**src/rtl/ledmx_pkg.sv**
```systemverilog
// ledmx_pkg: shared definitions for the LED matrix renderer.
//   - GRB colour constants (G in [23:16], R in [15:8], B in [7:0])
//   - brightness shift encoding and page-control state encoding
//   - clog2 helper for derived widths, dim_grb helper for the output path
package ledmx_pkg;

    localparam logic [23:0] GRB_OFF   = 24'h000000;
    localparam logic [23:0] GRB_GREEN = 24'hFF0000;
    localparam logic [23:0] GRB_RED   = 24'h00FF00;
    localparam logic [23:0] GRB_BLUE  = 24'h0000FF;
    localparam logic [23:0] GRB_WHITE = 24'hFFFFFF;

    // Right-shift applied to every channel.
    typedef enum logic [1:0] {
        BRIGHT_FULL    = 2'd0,
        BRIGHT_HALF    = 2'd1,
        BRIGHT_QUARTER = 2'd2,
        BRIGHT_EIGHTH  = 2'd3
    } bright_e;

    typedef enum logic {
        PG_MANUAL = 1'b0,
        PG_ROTATE = 1'b1
    } page_state_e;

    // Ceiling log2; returns 0 for values <= 1.
    function automatic int clog2(input int value);
        int v;
        int r;
        v = value - 32'sd1;
        r = 32'sd0;
        while (v > 32'sd0) begin
            r = r + 32'sd1;
            v = v >>> 1;
        end
        return r;
    endfunction

    // Shift each 8-bit channel independently so no bits leak between channels.
    function automatic logic [23:0] dim_grb(input logic [23:0] c, input logic [1:0] sh);
        return {c[23:16] >> sh, c[15:8] >> sh, c[7:0] >> sh};
    endfunction

endpackage

```
**src/rtl/led_matrix_renderer_page_rotator.sv**
```systemverilog
// page_rotator: selects the displayed frame-buffer page.
//   MANUAL : cur_page follows min(page_sel, last_page, NUM_PAGES-1), counter held 0.
//   ROTATE : page advances every DWELL_CYCLES clocks, wrapping to 0 after last_page.
// Ports:
//   i_clk, i_rst     clock, asynchronous active-high reset
//   i_auto_rot       1 = timed rotation, 0 = manual page
//   i_last_page      highest page in the rotation
//   i_page_sel       manual page request
//   o_cur_page       displayed page (registered)
//   o_page_wrap      one-cycle pulse when rotation wraps to page 0 (registered)
module page_rotator
    import ledmx_pkg::*;
#(
    parameter int NUM_PAGES    = 4,
    parameter int DWELL_CYCLES = 30000000,
    parameter int PAGE_W       = 2
)(
    input  logic              i_clk,
    input  logic              i_rst,
    input  logic              i_auto_rot,
    input  logic [PAGE_W-1:0] i_last_page,
    input  logic [PAGE_W-1:0] i_page_sel,
    output logic [PAGE_W-1:0] o_cur_page,
    output logic              o_page_wrap
);

    localparam int CNT_W = (clog2(DWELL_CYCLES) > 1) ? clog2(DWELL_CYCLES) : 1;
    localparam logic [CNT_W-1:0]  CNT_LAST = CNT_W'(DWELL_CYCLES - 1);
    localparam logic [PAGE_W-1:0] PAGE_MAX = PAGE_W'(NUM_PAGES - 1);

    page_state_e       r_state;
    page_state_e       w_state_nxt;
    logic [CNT_W-1:0]  r_cnt;
    logic [CNT_W-1:0]  w_cnt_nxt;
    logic [PAGE_W-1:0] r_page;
    logic [PAGE_W-1:0] w_page_nxt;
    logic              r_wrap;
    logic              w_wrap_nxt;
    logic [PAGE_W-1:0] w_lim;
    logic [PAGE_W-1:0] w_manual_page;

    assign w_lim         = (i_last_page < PAGE_MAX) ? i_last_page : PAGE_MAX;
    assign w_manual_page = (i_page_sel < w_lim) ? i_page_sel : w_lim;

    // Next-state and next-output logic for the page controller.
    always_comb begin
        w_state_nxt = r_state;
        w_cnt_nxt   = r_cnt;
        w_page_nxt  = r_page;
        w_wrap_nxt  = 1'b0;
        case (r_state)
            PG_MANUAL: begin
                if (i_auto_rot) begin
                    // Arming edge: keep the current page, dwell starts from 0.
                    w_state_nxt = PG_ROTATE;
                    w_cnt_nxt   = {CNT_W{1'b0}};
                end else begin
                    w_page_nxt  = w_manual_page;
                    w_cnt_nxt   = {CNT_W{1'b0}};
                end
            end
            PG_ROTATE: begin
                if (!i_auto_rot) begin
                    w_state_nxt = PG_MANUAL;
                    w_page_nxt  = w_manual_page;
                    w_cnt_nxt   = {CNT_W{1'b0}};
                end else if (r_cnt == CNT_LAST) begin
                    w_cnt_nxt = {CNT_W{1'b0}};
                    // Also wraps if last_page was lowered below the current page,
                    // and never steps past the last physical page.
                    if ((r_page >= i_last_page) || (r_page >= PAGE_MAX)) begin
                        w_page_nxt = {PAGE_W{1'b0}};
                        w_wrap_nxt = 1'b1;
                    end else begin
                        w_page_nxt = r_page + PAGE_W'(1'b1);
                    end
                end else begin
                    w_cnt_nxt = r_cnt + CNT_W'(1'b1);
                end
            end
            default: begin
                w_state_nxt = PG_MANUAL;
                w_cnt_nxt   = {CNT_W{1'b0}};
                w_page_nxt  = {PAGE_W{1'b0}};
            end
        endcase
    end

    // State, dwell counter, page and wrap-pulse registers.
    always_ff @(posedge i_clk or posedge i_rst) begin
        if (i_rst) begin
            r_state <= PG_MANUAL;
            r_cnt   <= {CNT_W{1'b0}};
            r_page  <= {PAGE_W{1'b0}};
            r_wrap  <= 1'b0;
        end else begin
            r_state <= w_state_nxt;
            r_cnt   <= w_cnt_nxt;
            r_page  <= w_page_nxt;
            r_wrap  <= w_wrap_nxt;
        end
    end

    assign o_cur_page  = r_page;
    assign o_page_wrap = r_wrap;

endmodule

```
**src/rtl/led_matrix_renderer.sv**
```systemverilog
// led_matrix_renderer: multi-page palette frame buffer feeding the WS2812 driver.
// Ports:
//   i_clk, i_rst                 clock, asynchronous active-high reset
//   i_fb_we/page/addr/data       frame-buffer write (addr = y*COLS+x)
//   i_pal_we/sel/color           palette write (entry 0 is fixed OFF)
//   i_bright                     per-channel right shift on output
//   i_auto_rot/last_page/page_sel page control (see page_rotator)
//   i_pixel                      pixel index requested by the driver
//   o_color                      GRB colour of i_pixel, one clock later
//   o_cur_page, o_page_wrap      displayed page, rotation wrap pulse
module led_matrix_renderer
    import ledmx_pkg::*;
#(
    parameter int COLS         = 8,
    parameter int ROWS         = 8,
    parameter int NUM_PAGES    = 4,
    parameter int PAL_W        = 2,
    parameter int DWELL_CYCLES = 30000000,
    localparam int NPIX   = COLS * ROWS,
    localparam int IDX_W  = clog2(NPIX),
    localparam int PAGE_W = (clog2(NUM_PAGES) > 1) ? clog2(NUM_PAGES) : 1
)(
    input  logic              i_clk,
    input  logic              i_rst,
    input  logic              i_fb_we,
    input  logic [PAGE_W-1:0] i_fb_page,
    input  logic [IDX_W-1:0]  i_fb_addr,
    input  logic [PAL_W-1:0]  i_fb_data,
    input  logic              i_pal_we,
    input  logic [PAL_W-1:0]  i_pal_sel,
    input  logic [23:0]       i_pal_color,
    input  logic [1:0]        i_bright,
    input  logic              i_auto_rot,
    input  logic [PAGE_W-1:0] i_last_page,
    input  logic [PAGE_W-1:0] i_page_sel,
    input  logic [IDX_W-1:0]  i_pixel,
    output logic [23:0]       o_color,
    output logic [PAGE_W-1:0] o_cur_page,
    output logic              o_page_wrap
);

    localparam int NPAL = 2 ** PAL_W;

    logic [PAL_W-1:0]  r_mem [NUM_PAGES][NPIX];
    logic [23:0]       r_pal [NPAL];
    logic [23:0]       r_color;
    logic [PAGE_W-1:0] w_cur_page;
    logic              w_fb_ok;
    logic              w_pal_ok;
    logic              w_pix_ok;
    logic [PAL_W-1:0]  w_idx;
    logic [23:0]       w_color;

    page_rotator #(
        .NUM_PAGES    (NUM_PAGES),
        .DWELL_CYCLES (DWELL_CYCLES),
        .PAGE_W       (PAGE_W)
    ) u_page_rotator (
        .i_clk       (i_clk),
        .i_rst       (i_rst),
        .i_auto_rot  (i_auto_rot),
        .i_last_page (i_last_page),
        .i_page_sel  (i_page_sel),
        .o_cur_page  (w_cur_page),
        .o_page_wrap (o_page_wrap)
    );

    // Out-of-range writes are dropped rather than aliased onto valid entries.
    assign w_fb_ok  = i_fb_we && (int'(i_fb_page) < NUM_PAGES) && (int'(i_fb_addr) < NPIX);
    assign w_pal_ok = i_pal_we && (i_pal_sel != {PAL_W{1'b0}});
    assign w_pix_ok = (int'(i_pixel) < NPIX);

    // Frame-buffer storage; a same-cycle read sees the pre-write contents.
    always_ff @(posedge i_clk or posedge i_rst) begin
        if (i_rst) begin
            for (int p = 0; p < NUM_PAGES; p++) begin
                for (int a = 0; a < NPIX; a++) begin
                    r_mem[p][a] <= {PAL_W{1'b0}};
                end
            end
        end else if (w_fb_ok) begin
            r_mem[i_fb_page][i_fb_addr] <= i_fb_data;
        end
    end

    // Palette storage; entry 0 is never written so it stays OFF.
    always_ff @(posedge i_clk or posedge i_rst) begin
        if (i_rst) begin
            for (int e = 0; e < NPAL; e++) begin
                r_pal[e] <= GRB_OFF;
            end
        end else if (w_pal_ok) begin
            r_pal[i_pal_sel] <= i_pal_color;
        end
    end

    // Pixel lookup through the palette and brightness shift.
    always_comb begin
        w_idx   = {PAL_W{1'b0}};
        w_color = GRB_OFF;
        if (w_pix_ok) begin
            w_idx   = r_mem[w_cur_page][i_pixel];
            w_color = dim_grb(r_pal[w_idx], i_bright);
        end else begin
            w_idx   = {PAL_W{1'b0}};
            w_color = GRB_OFF;
        end
    end

    // Output colour register (one clock read latency).
    always_ff @(posedge i_clk or posedge i_rst) begin
        if (i_rst) begin
            r_color <= GRB_OFF;
        end else begin
            r_color <= w_color;
        end
    end

    assign o_color    = r_color;
    assign o_cur_page = w_cur_page;

endmodule

```
**config.mk**
```make
export PLATFORM = sky130hd
export DESIGN_NAME = led_matrix_renderer
export DESIGN_NICKNAME = d
export VERILOG_FILES = /design/src/rtl/ledmx_pkg.sv /design/src/rtl/led_matrix_renderer_page_rotator.sv /design/src/rtl/led_matrix_renderer.sv
export SDC_FILE = /design/constraint.sdc
export NUM_CORES = 1
export LEC_CHECK = 0
export BUFFER_PORTS_ARGS = -buffer_cell sky130_fd_sc_hd__buf_2
export CORE_MARGIN = 2
export CORE_UTILIZATION = 55
export DETAILED_ROUTE_END_ITERATION = 8
export GPL_TIMING_DRIVEN = 0
export PLACE_DENSITY = 0.72
export REMOVE_ABC_BUFFERS = 1
export SLEW_MARGIN = 15
export SYNTH_ARGS = -nofsm -noshare
export SYNTH_HDL_FRONTEND = slang
export SYNTH_SLANG_ARGS = --single-unit
export TNS_END_PERCENT = 50
```
**constraint.sdc**
```tcl
create_clock -name i_clk -period 23.9 [get_ports i_clk]
set_input_delay 2.39 -clock i_clk [delete_from_list [all_inputs] [get_ports i_clk]]
set_output_delay 2.39 -clock i_clk [all_outputs]
set_load 0.03 [all_outputs]
```
==> flow_metrics.env, run 1 <==
export IMPL_cts_setup_buffers=0
export IMPL_die_y_um=245
export IMPL_worst_pin_slew_ns=1.15
export IMPL_port_buffers=79
export IMPL_hp_start="r_pal[95]$_DFFE_PP0P_"
export IMPL_drtPass1Iterations=5
export IMPL_dieArea_mm2=0.0598
export IMPL_path_class="in -> reg"
export IMPL_vias=20500
export IMPL_max_stage_delay_ns=0.87
export IMPL_h_tree_depth=3
export IMPL_crit_start="i_pixel[1]"
export IMPL_drcViolationCount=0
export IMPL_cts_resized=0
export IMPL_setup_slack_ns=17.00
export IMPL_power_density_mw_per_mm2=75.1
export IMPL_grt_pass1_vias=21800
export IMPL_worstPathRequired_ns=24.39
export IMPL_synth_cells=2483
export IMPL_insertion_delay_ns=0.61
export IMPL_cts_buffer_depth=3
export IMPL_cp_end_kind="flop"
export IMPL_seqPwrFrac_pct=46.6
export IMPL_vias_per_cell=6.25
export IMPL_min_period_ns=6.90
export IMPL_drv_slew=0
export IMPL_gp_congestion=0.841
export IMPL_power_w=0.00266
export IMPL_hpwl_um=49200
export IMPL_r2r_start="u_page_rotator.o_cur_page[0]$_DFFE_PP0P_"
export IMPL_p_int_w=0.00197
export IMPL_grt_setup_unrepaired="false"
export IMPL_async_flop_share_pct=100
export IMPL_critPathBufInv=3
export IMPL_cts_root_buf="clkbuf_16"
export IMPL_path_common_cell="a31oi_1"
export IMPL_cts_sinks=661
export IMPL_cts_hold_buf=0
export IMPL_power_leakage_nw=16.3
export IMPL_max_freq_ghz=0.145
export IMPL_rows=88
export IMPL_cts_buffers=71
export IMPL_utilization_pct=61.5
export IMPL_dp_cells=3160
export IMPL_p_switching_w=0.000687
export IMPL_synthTopCellsByArea="dfrtp_1, mux2_2, mux4_2, mux2i_1, nor2_1"
export IMPL_skew_ns=0.0218
export IMPL_drive_gt1_share_pct=37.6
export IMPL_antenna_found_initial=3
export IMPL_netlist_area_mm2=0.0318
export IMPL_final_cell_count_no_fill=3285
export IMPL_outcome="finished clean"
export IMPL_synth_area_leader_cell="dfrtp_1"
export IMPL_grt_ovfl_total=0
export IMPL_slowest_stage="nor2_4"
export IMPL_cts_tree="done"
export IMPL_grt_max_degree=146
export IMPL_grt_pass1_wl_um=124000
export IMPL_start_util_pct=55.4
export IMPL_min_period_over_period_pct=28.9
export IMPL_p_sw_share_pct=25.9
export IMPL_pwr_share_clk_pct=40.4
export IMPL_hold_depth=0
export IMPL_syn_area_per_cell_um2=12.8
export IMPL_grt_use_total_pct=26.5
export IMPL_min_to="r_pal[95]$_DFFE_PP0P_"
export IMPL_core_area_mm2=0.0575
export IMPL_critical_path_arrival_ns=7.39
export IMPL_ant_nets=0
export IMPL_synth_top_area_share_pct=51.9
export IMPL_dp_slack_ns=16.42
export IMPL_peakVddDrop_uv=56.7
export IMPL_combPwrFrac_pct=13.0
export IMPL_rr_endpoint="o_color[12]$_DFF_PP0_"
export IMPL_synth_cell_type_count=63
export IMPL_slew_headroom_pct=22.7
export IMPL_routed_wl_um=77400
export IMPL_setup_viol=0
export IMPL_cp_top_family="buffers and inverters"
export IMPL_hold_class="reg -> reg"
export IMPL_ys_warnings_count=0
export IMPL_r2r_setup_slack_ns=18.35
export IMPL_wl_per_cell_um=23.6
export IMPL_syn2layout_area_growth_pct=11.0
export IMPL_fin_nets=2527
export IMPL_die_width_um=245
export IMPL_ys_flop_type="dfrtp_1"
export IMPL_pin_count=80
export IMPL_reg2reg_depth=12
export IMPL_worstPathMaxFanout=37
export IMPL_start_kind="input port"
export IMPL_ys_seq_area_share_pct=51.9
export IMPL_final_hold_violation_count=0
export IMPL_timing_max_cap_violations=0
export IMPL_synth_edf_count=0
export IMPL_drt_initial_drc_count=1366
export IMPL_yosys_top_cells_count="dfrtp_1, mux2_2, nor2_1, nand2_1, clkbuf_1"
export IMPL_path_cells="buf_2 > inv_2 > buf_16 > nand3_1 > a31oi_1 > a31oi_1 > nand4_2 > o21a_1 > nor2_4 > mux4_2 > o22ai_1 > nor3_2"
export IMPL_path_clk_slew_ns=0.06
export IMPL_yosysMostFrequentCell="dfrtp_1"
export IMPL_synth_seq_cells=661
==> placed cells by master, fill, tap and decap left out, types with 8 or more instances in the layout <==
cell / n
clkinv_2: 11
xor2_1: 15
o22ai_1: 16
nand3_1: 81
a221oi_1: 17
nor2b_1: 9
nand2b_1: 11
nand4_1: 8
buf_16: 17
o211ai_1: 14
o21ai_0: 16
clkbuf_8: 11
nor2_1: 238
clkbuf_1: 18
dfrtp_1: 659
mux2_2: 590
nor3_1: 17
xnor2_1: 8
mux2i_1: 104
a22oi_1: 47
mux4_2: 109
and3_1: 8
and2_1: 12
buf_2: 76
nand2_1: 185
clkbuf_16: 76
inv_1: 10
==> kinds of logic (layout without fill, tap and decap cells) <==
kind of cell	Yosys count	after routing	share of synthesized area (%)
mux	807	807	32.0
flops	661	661	51.9
simple gates	615	615	8.57
buf+inv	216	251	3.03
compound gates	155	155	3.60
xor+xnor	23	23	0.633
fa+ha+maj	6	6	0.236
other cells	0	2	0
==> worst max-delay path by stage <==
stage	to	cells past startpoint	slack [ns]
CTS	o_color[13]$_DFF_PP0_	12	17.08
finish	o_color[12]$_DFF_PP0_	12	17.00
detailed placement	o_color[12]$_DFF_PP0_	12	16.42
global placement	r_mem[230]$_DFFE_PP0P_	2	-2.97
global route	o_color[13]$_DFF_PP0_	12	16.77
floorplan	o_color[0]$_DFF_PP0_	1	2.99
==> power by group through the flow <==
stage	sequential (W)	combinational, W	clock, W
after global routing	0.00125	0.000369	0.00114
final	0.00124	0.000344	0.00107
after global placement	0.00127	0.000313	0
after floorplan	0.00127	0.000205	0
after detailed placement	0.00126	0.000344	0
after CTS	0.00124	0.000346	0.00109
==> layout make-up <==
class                      instances  area [um2]
antenna                            2        5.00
clock buffer                     105        2120
clock inverter                    18         143
fill                            4420       22100
inverter                          12        52.6
multi-input combinational       1606       14400
sequential                       661       16500
tap                              765         957
timing repair buffer             116        1120
==> layer usage <==
layer | global-route usage (%) | up-vias | wire [um]
li1 | - | 8966 | -
met1 | 35.7 | 10700 | 32900
met2 | 42.3 | 687 | 36800
met3 | 5.60 | 174 | 4780
met4 | 10.6 | 2 | 2930
met5 | 0 | - | 8
==> metrics by stage <==
stage | hold WS (ns) | instance area (um2) | TNS (ns)
global route | 0.381 | 35300 | 0
finish | 0.375 | 35300 | 0
CTS | 0.377 | 35300 | 0
global placement | 0.360 | 32300 | -1903.84
detailed placement | 0.363 | 33100 | 0
floorplan | 0.349 | 30900 | 0
==> worst reg2reg max path: cells and delay by family (launching register included) <==
kind,cells,cell delay (ns)
AND/OR/NAND/NOR,4,1.34
multiplexers,2,1.30
buffers and inverters,2,0.67
AO/OA/AOI/OAI,4,1.33
flip-flops,1,0.77
==> state kept, by name, summed over array words and instances, names as in the netlist <==
signal / cells
r_pal: 96
u_page_rotator.r_state: 1
u_page_rotator.o_page_wrap: 1
u_page_rotator.r_cnt: 25
o_color: 24
u_page_rotator.o_cur_page: 2
r_mem: 512
Power figures use the tool's default switching activity.
==> run 2: changes to the inputs <==
--- a/config.mk
+++ b/config.mk
@@ -5,6 +5,7 @@
 export SDC_FILE = /design/constraint.sdc
 export NUM_CORES = 1
 export LEC_CHECK = 0
+export ABC_AREA = 1
 export BUFFER_PORTS_ARGS = -buffer_cell sky130_fd_sc_hd__buf_2
 export CORE_MARGIN = 2
 export CORE_UTILIZATION = 55
==> constraint.sdc (replaced) <==
create_clock -name i_clk -period 7.1 [get_ports i_clk]
set_input_delay 0.71 -clock i_clk [delete_from_list [all_inputs] [get_ports i_clk]]
set_output_delay 0.71 -clock i_clk [all_outputs]
set_load 0.03 [all_outputs]
==> run 2 against run 1 <==
Against the previous run:
- area after synthesis shrank 2.2%
- clock-buffer cell count grew 7
- global-route usage grew 1.8 points
- first-iteration DRC count grew 120%
- synthesized cell count grew 60%
- register-to-register slack lost 16 ns
- largest cell class unchanged
- highest routed layer is now met4
==> flow_metrics.env, run 2 <==
export IMPL_async_flop_share_pct=100
export IMPL_worstPathRequired_ns=7.61
export IMPL_max_stage_delay_ns=0.70
export IMPL_ys_warnings_count=0
export IMPL_syn_area_per_cell_um2=7.84
export IMPL_grt_pass1_vias=26100
export IMPL_yosysMostFrequentCell="nand2_1"
export IMPL_wl_per_cell_um=17.5
export IMPL_nFillCells=5009
export IMPL_slew_headroom_pct=25.0
export IMPL_die_y_um=242
export IMPL_power_density_mw_per_mm2=266
export IMPL_grt_ovfl_total=0
export IMPL_dieArea_mm2=0.0586
export IMPL_path_cells="buf_12 > buf_16 > inv_12 > buf_16 > nand2_1 > nand3_1 > nand3_1 > nand3_1 > nand3_1 > nand2_1 > nand2_1 > nand3_1 > nand3_4 > nand2_2 > buf_12 > nand2_1 > nand3_1 > nand3_1 > nand3_1 > nand2_1"
export IMPL_path_class="reg -> reg"
export IMPL_reg2reg_depth=20
export IMPL_peakVddDrop_uv=249
export IMPL_utilization_pct=61.8
export IMPL_synth_seq_cells=661
export IMPL_fin_setup_tns_ns=0
export IMPL_start_util_pct=55.5
export IMPL_worstPathMaxFanout=141
export IMPL_largest_register="r_mem"
export IMPL_routed_wl_um=82800
export IMPL_mostFrequentLayoutCell="nand2_1"
export IMPL_grt_max_degree=142
export IMPL_power_w=0.00921
export IMPL_netlist_area_mm2=0.0312
export IMPL_antenna_found_initial=1
export IMPL_slowest_stage="dfrtp_4"
export IMPL_vias=27000
export IMPL_final_hold_violation_count=0
export IMPL_path_clk_slew_ns=0.06
export IMPL_syn2layout_area_growth_pct=11.4
export IMPL_synth_area_leader_cell="dfrtp_1"
export IMPL_h_tree_depth=3
export IMPL_r2r_setup_slack_ns=1.87
export IMPL_synth_cells=3972
export IMPL_drt_initial_drc_count=3018
export IMPL_power_leakage_nw=15.5
export IMPL_port_buffers=79
export IMPL_drtPass1Iterations=6
export IMPL_final_cell_mix="nand2_1, nand3_1, dfrtp_1, o21ai_0, inv_1"
export IMPL_rr_endpoint="o_color[10]$_DFF_PP0_"
export IMPL_r2r_start="u_page_rotator.o_cur_page[0]$_DFFE_PP0P_"
export IMPL_gp_congestion=0.813
export IMPL_drcViolationCount=0
export IMPL_setup_viol=0
export IMPL_whs_ns=0.0969
export IMPL_cts_sinks=661
export IMPL_max_freq_ghz=0.191
export IMPL_cts_root_buf="clkbuf_16"
export IMPL_ant_nets=0
export IMPL_ys_seq_area_share_pct=53.1
export IMPL_cts_setup_buffers=0
export IMPL_timing_max_cap_violations=0
export IMPL_insertion_delay_ns=0.62
export IMPL_drive_gt1_share_pct=6.93
export IMPL_ys_flop_type="dfrtp_1"
export IMPL_cp_top_family="simple AND/OR/NAND/NOR gates"
export IMPL_crit_start="u_page_rotator.o_cur_page[0]$_DFFE_PP0P_"
export IMPL_path_common_cell="nand3_1"
export IMPL_yosys_top_cells_count="nand2_1, nand3_1, dfrtp_1, o21ai_0, clkbuf_1"
export IMPL_grt_pass1_wl_um=135000
export IMPL_synthTopCellsByArea="dfrtp_1, nand2_1, nand3_1, o21ai_0, clkbuf_1"
export IMPL_cts_buffers=72
export IMPL_min_period_ns=5.23
export IMPL_rows=87
export IMPL_cts_tree="done"
export IMPL_die_width_um=242
export IMPL_largest_register_ffs=512
export IMPL_synth_cell_type_count=33
export IMPL_vias_per_cell=5.69
export IMPL_outcome="finished clean"
export IMPL_reg_top3="r_mem: 512 flops, r_pal: 96 flops, u_page_rotator.r_cnt: 25 flops"
export IMPL_pin_count=80
export IMPL_critPathBufInv=5
export IMPL_cts_resized=0
export IMPL_hpwl_um=48800
export IMPL_critical_path_arrival_ns=5.74
export IMPL_worst_pin_slew_ns=1.13
export IMPL_core_area_mm2=0.0562
export IMPL_cts_hold_buf=0
export IMPL_synth_top_area_share_pct=53.1
export IMPL_cp_end_kind="flop"
export IMPL_synth_edf_count=0
export IMPL_drv_slew=0
export IMPL_grt_setup_unrepaired="false"
export IMPL_fin_nets=3987
export IMPL_start_kind="flop"
export IMPL_skew_ns=0.0276
export IMPL_grt_use_total_pct=28.3
export IMPL_hold_class="in -> async"
export IMPL_cts_buffer_depth=3
export IMPL_min_period_over_period_pct=73.7
-- run 2: worst max path at each step --
stage,cells past startpoint,end,slack (ns)
global placement,2,r_mem[140]$_DFFE_PP0P_,-19.23
floorplan,1,o_color[0]$_DFF_PP0_,-12.13
detailed placement,20,o_color[21]$_DFF_PP0_,1.39
global route,20,o_color[12]$_DFF_PP0_,1.52
finish,20,o_color[10]$_DFF_PP0_,1.87
CTS,20,o_color[21]$_DFF_PP0_,1.41
-- run 2: per-layer routing --
metal | GRT usage [%] | part of all wire (%) | up-vias
li1 | - | - | 13000
met1 | 38.3 | 43 | 12900
met2 | 46.6 | 47 | 926
met4 | 9.89 | 3.1 | 0
met5 | 0 | 0 | -
met3 | 4.60 | 6.9 | 164
-- run 2: report_power, final --
| group | internal (W) | leakage (nW) | switching, W |
|---|---|---|---|
| combinational | 0.000372 | 5.33 | 0.000836 |
| sequential | 0.00400 | 8.99 | 0.000143 |
| clock | 0.00233 | 1.22 | 0.00154 |
-- run 2: stage by stage --
step	cells	setup WS (ns)	cell area (um2)
finish	4742	1.87	34700
global route	4741	1.52	34700
CTS	4741	1.41	34700
detailed placement	4610	1.39	32200
global placement	4550	-19.23	31200
floorplan	3715	-12.13	29900
-- run 2: logic make-up (layout without fill, tap and decap cells) --
family	after synthesis	after routing	synth area share (%)
compound gates	612	612	9.90
fa+ha+maj	6	6	0.241
buf+inv	388	401	5.68
flops	661	661	53.1
other cells	0	1	0
simple gates	2305	2305	31.1
-- run 2: area by class of cell --
| type | instances | area [um2] | area share (%) |
|---|---|---|---|
| sequential | 661 | 16500 | 47.7 |
| clock inverter | 19 | 269 | 0.775 |
| inverter | 131 | 534 | 1.54 |
| antenna | 1 | 2.50 | 0.00721 |
| clock buffer | 112 | 2200 | 6.35 |
| tap | 756 | 946 | 2.73 |
| multi-input combinational | 2923 | 12900 | 37.1 |
| timing repair buffer | 139 | 1310 | 3.78 |
-- run 2: worst register-to-register path, cell delays in order (launching register included) --
cell	delay (ns)
dfrtp_4	0.70
buf_12	0.28
buf_16	0.23
inv_12	0.48
buf_16	0.46
nand2_1	0.18
nand3_1	0.09
nand3_1	0.09
nand3_1	0.13
nand3_1	0.15
nand2_1	0.13
nand2_1	0.07
nand3_1	0.23
nand3_4	0.56
nand2_2	0.55
buf_12	0.26
nand2_1	0.10
nand3_1	0.10
nand3_1	0.13
nand3_1	0.13
nand2_1	0.08
